==> src/rtl/fifo_pkg.sv <==
// Shared helpers and types for the parametrised FIFO: level width, pointer wrap, status bundle.
package fifo_pkg;

  function automatic int level_width(input int depth);
    return $clog2(depth + 1);
  endfunction

  // Explicit compare keeps non-power-of-two depths wrapping correctly.
  function automatic int unsigned ptr_next(input int unsigned ptr, input int unsigned depth);
    return (ptr == depth - 1) ? 32'd0 : ptr + 32'd1;
  endfunction

  typedef struct packed {
    logic full;
    logic empty;
    logic almost_full;
    logic almost_empty;
  } fifo_status_t;

endpackage

==> src/rtl/fifo_mem.sv <==
// DEPTH x WIDTH register array: one synchronous write port, one asynchronous read port, no reset.
module fifo_mem #(
  parameter int WIDTH = 8,
  parameter int DEPTH = 4,
  parameter int PW    = 2
) (
  input  logic             clk,
  input  logic             we,
  input  logic [PW-1:0]    waddr,
  input  logic [WIDTH-1:0] wdata,
  input  logic [PW-1:0]    raddr,
  output logic [WIDTH-1:0] rdata
);

  logic [WIDTH-1:0] mem [DEPTH];

  always_ff @(posedge clk) begin
    if (we) mem[waddr] <= wdata;
  end

  assign rdata = mem[raddr];

endmodule

==> src/rtl/param_fifo.sv <==
// Parametrised synchronous show-ahead FIFO with level counter and programmable almost flags.
// Optional sticky overflow/underflow registers are built when PARAM_FIFO_ERR_EN is defined.
module param_fifo
  import fifo_pkg::*;
#(
  parameter int WIDTH    = 8,
  parameter int DEPTH    = 4,
  parameter int AF_LEVEL = DEPTH - 1,
  parameter int AE_LEVEL = 1,
  localparam int LW      = level_width(DEPTH)
) (
  input  logic             clk,
  input  logic             rst_n,
  input  logic             push,
  input  logic [WIDTH-1:0] wdata,
  input  logic             pop,
  output logic [WIDTH-1:0] rdata,
  input  logic             flush,
  output logic             full,
  output logic             empty,
  output logic             almost_full,
  output logic             almost_empty,
  output logic [LW-1:0]    level,
  output logic             overflow,
  output logic             underflow
);

  localparam int PW = (DEPTH > 1) ? $clog2(DEPTH) : 1;

  logic [PW-1:0]    wptr;
  logic [PW-1:0]    rptr;
  logic [WIDTH-1:0] mem_rdata;
  logic             push_ok;
  logic             pop_ok;
  fifo_status_t     status;

  assign status.full         = (level == LW'(DEPTH));
  assign status.empty        = (level == '0);
  assign status.almost_full  = (level >= LW'(AF_LEVEL));
  assign status.almost_empty = (level <= LW'(AE_LEVEL));

  assign full         = status.full;
  assign empty        = status.empty;
  assign almost_full  = status.almost_full;
  assign almost_empty = status.almost_empty;

  // A push into a full FIFO is still accepted when a pop frees the head slot in the same cycle.
  assign push_ok = push && (!status.full || pop);
  assign pop_ok  = pop && !status.empty;

  fifo_mem #(
    .WIDTH(WIDTH),
    .DEPTH(DEPTH),
    .PW   (PW)
  ) u_mem (
    .clk  (clk),
    .we   (push_ok && !flush),
    .waddr(wptr),
    .wdata(wdata),
    .raddr(rptr),
    .rdata(mem_rdata)
  );

  assign rdata = status.empty ? '0 : mem_rdata;

  always_ff @(posedge clk or negedge rst_n) begin
    if (!rst_n) begin
      wptr  <= '0;
      rptr  <= '0;
      level <= '0;
    end else if (flush) begin
      wptr  <= '0;
      rptr  <= '0;
      level <= '0;
    end else begin
      if (push_ok) wptr <= PW'(ptr_next(32'(wptr), DEPTH));
      if (pop_ok)  rptr <= PW'(ptr_next(32'(rptr), DEPTH));
      case ({push_ok, pop_ok})
        2'b10:   level <= level + LW'(1);
        2'b01:   level <= level - LW'(1);
        default: level <= level;
      endcase
    end
  end

`ifdef PARAM_FIFO_ERR_EN
  logic overflow_q;
  logic underflow_q;

  always_ff @(posedge clk or negedge rst_n) begin
    if (!rst_n) begin
      overflow_q  <= 1'b0;
      underflow_q <= 1'b0;
    end else if (flush) begin
      overflow_q  <= 1'b0;
      underflow_q <= 1'b0;
    end else begin
      if (push && status.full && !pop) overflow_q  <= 1'b1;
      if (pop && status.empty)         underflow_q <= 1'b1;
    end
  end

  assign overflow  = overflow_q;
  assign underflow = underflow_q;
`else
  assign overflow  = 1'b0;
  assign underflow = 1'b0;
`endif

endmodule

==> config.mk <==
export PLATFORM = sky130hd
export DESIGN_NAME = param_fifo
export DESIGN_NICKNAME = d
export VERILOG_FILES = /design/src/rtl/fifo_pkg.sv /design/src/rtl/fifo_mem.sv /design/src/rtl/param_fifo.sv
export SDC_FILE = /design/constraint.sdc
export NUM_CORES = 1
export LEC_CHECK = 0
export CAP_MARGIN = 30
export CELL_PAD_IN_SITES_DETAIL_PLACEMENT = 1
export CELL_PAD_IN_SITES_GLOBAL_PLACEMENT = 2
export CORE_ASPECT_RATIO = 1.25
export CORE_MARGIN = 2
export CORE_UTILIZATION = 33
export CTS_BUF_LIST = sky130_fd_sc_hd__clkbuf_4 sky130_fd_sc_hd__clkbuf_8 sky130_fd_sc_hd__clkbuf_16
export DETAILED_ROUTE_END_ITERATION = 16
export GPL_TIMING_DRIVEN = 0
export PLACE_DENSITY = 0.8
export RECOVER_POWER = 25
export REMOVE_ABC_BUFFERS = 1
export SLEW_MARGIN = 15
export SYNTH_ARGS = -nofsm -noshare
export SYNTH_HDL_FRONTEND = slang
export SYNTH_SLANG_ARGS = --single-unit
==> constraint.sdc <==
create_clock -name clk -period 1.8 [get_ports clk]
set_clock_uncertainty 0.2 [all_clocks]
set_input_delay 0.36 -clock clk [delete_from_list [all_inputs] [get_ports clk]]
set_output_delay 0.36 -clock clk [all_outputs]
set_load 0.05 [all_outputs]
==> qor.csv <==
metric;value;unit
Final Util;48.3;%
met3 usage;2.76;%
worst r2r src;level[0];
Final ANT Viol Nets;0;
Avg WL per Cell;18.6;um
initial antenna violation count;0;
post-synthesis cell count;126;
GR Util met2;25.7;%
post-synthesis sequential area ratio;61.6;%
Longest Clk Path Bufs;2;
Synth Area in XOR/XNOR;1.90;%
minimum clock period;2230;ps
Max VDD drop;0.541;mV
floorplan die width;70.9;um
H-tree depth;2;
Final TNS setup;-4130;ps
drt total wl;4380;um
first-pass GRT wire length;6280;um
vias per cell;4.96;
largest net degree at the start of global routing;14;
worst path arrival time;1670;ps
hold buffers post-CTS;0;
Worst-path clk slew;80;ps
Leak;0.984;nW
crit path launch type;register;
# rows;30;
status;finished with violations;
I/O pin cnt;30;
post-synthesis cell type count;31;
final worst slack;-434;ps
Final Slew Violations;0;
largest family of logic cells by synthesized area;multiplexers;
Synth area leader;edfxtp_1;
area of the die;6210;um^2
critical path fanouts, max;3;
Max-cap violations;0;
Post-DP Area;2140;um^2
Post-Syn Area;1840;um^2
1st-pass router iterations;4;
Peak Freq;448;MHz
worst slack, placed;-959;ps
RePlAce Congestion;0.775;
initial drt markers;63;
Die Y;87.6;um
residual DRC count;0;
unrepaired setup endpoints after global routing;yes;
Power Density;1760;nW/um^2
fin area;2610;um^2
Pwr Total;4.60;mW
Initial Util;34.1;%
crit path launch;rptr[0];
Critical Path RT;1240;ps
top cells by area, synth;edfxtp_1, mux4_2, dfrtp_1;
global route overflow;0;
Num Clock Sinks;39;
Crit Path Class;register to primary output;
fin nets;193;
measured slew at the worst slew-check pin;519;ps
top-area cell type share of the netlist area;52.1;%
Synth Area in Compound Gates;4.75;%
violations in the final reports;negative setup slack;
flip-flop and latch count after synthesis;39;
CTS tree;done;
Post-Synth Simple-Gate Area;10.1;%
Root Driver;clkbuf_8;
hold crit path type;input pin to asynchronous set/reset pin;
mux cell area share after synthesis;10.3;%
syn_area_per_cell;14.6;um^2
GR Util met1;15.2;%
Setup violations, final;14;
clock latency on the worst-skew pair;290;ps
number of global-route vias before repair;1228;
post-synthesis adder-cell area fraction;6.72;%
Fin. Hold Viols;0;
critical path capture point type;primary output;
Post-DP HPWL;2440;um
PortBufs;27;
GRT Max-Usage Layer;met2;
share of cells above drive strength 1;50.6;%
Tcrit/Tclk final;124;%
Ys Warns;0;
Vias;1170;
total CTS buffers;5;
synth-to-layout area growth;41.5;%
GR Util All Layers;13.5;%
slew margin rel.;65.4;%
Core Area;5410;um^2
diode count;0;
==> synth_stat cells <==
cell	number
conb_1	1
nand2b_1	2
or3_1	1
o211a_1	1
buf_6	1
o21ai_0	2
a221oi_2	1
inv_2	1
o32ai_1	1
and2_1	12
nand3_1	2
a41oi_1	1
ha_1	9
a21oi_1	4
nand2_1	5
mux2i_1	1
buf_4	3
mux4_2	8
xnor2_1	2
buf_2	2
xor2_1	2
nor2_1	10
clkbuf_1	3
a31oi_1	1
nand2b_4	1
edfxtp_1	32
dfrtp_1	7
o21ai_2	1
inv_1	6
maj3_2	1
nor2b_1	2
==> state kept, by name (all words and copies together), names as in the netlist <==
| signal | flops |
|---|---|
| wptr | 2 |
| rptr | 2 |
| level | 3 |
| u_mem.mem | 32 |
==> cell type report <==
type                            count  area, um^2
Timing Repair Buffer               45         449
Clock buffer                        5        68.8
Clock inverter                      3        43.8
Fill cell                         549        2800
Tap cell                           64        80.1
Multi-Input combinational cell     73         790
Sequential cell                    39        1140
Inverter                            7        33.8
==> what timing repair did <==
action                                  4_1_cts  5_1_grt
pin swaps                                     3        9
gates cloned                                  0        1
endpoints found under the setup margin       54       49
buffers inserted                             10        8
resized for setup                           137       22
==> cell families (layout without fill, tap and decap cells) <==
kind of cell / count (synthesis) / in the layout
other: 1 / 2
flip-flops: 39 / 39
adder cells (fa/ha/maj): 10 / 10
XOR/XNOR: 4 / 4
buffers and inverters: 16 / 60
AO/OA/AOI/OAI: 12 / 12
AND/OR/NAND/NOR: 35 / 36
multiplexers: 9 / 9
==> metal layers <==
| metal | up-vias | wire [um] |
|---|---|---|
| met5 | - | 0 |
| met4 | 0 | 40 |
| met3 | 4 | 92 |
| met2 | 19 | 2560 |
| met1 | 607 | 1690 |
| li1 | 540 | - |
==> path summary, 6_finish.rpt <==
check,to,slack (ps),cells after the start
worst max-delay path,rdata[6],-430,4
min in group clk,wptr[0],410,2
worst max register to register,level[0],-50,7
worst min-delay path,level[2],210,1
max in group asynchronous,rptr[0],880,1
worst min register to register,wptr[0],410,2
==> through the flow <==
stage | hold slack (ps) | std cells
finish | 214 | 236
floorplan | -136 | 118
global route | 231 | 236
detailed placement | 399 | 209
global placement | 373 | 209
CTS | 141 | 227
==> cells in the final DEF (no fill, tap or decap), types with 3 or more instances in the layout <==
cell type,count
a21oi_1,3
and2_4,12
buf_4,10
buf_6,17
clkbuf_8,5
clkdlybuf4s50_1,8
dfrtp_1,3
dfrtp_2,3
edfxtp_1,32
ha_1,5
ha_4,4
inv_1,3
inv_4,3
mux4_2,8
nand2_1,3
nor2_1,7
==> worst max-delay path, stage by stage, from the launching register on <==
cell,delay [ps]
dfrtp_4,510
buf_12,140
mux4_2,410
and2_4,180
buf_6,140
==> where the power goes <==
| group | switching, mW | internal [mW] | total [mW] |
|---|---|---|---|
| Clock | 0.307 | 0.412 | 0.719 |
| Combinational | 1.48 | 1.23 | 2.71 |
| Sequential | 0.110 | 1.06 | 1.17 |
Power figures use the tool's default switching activity.
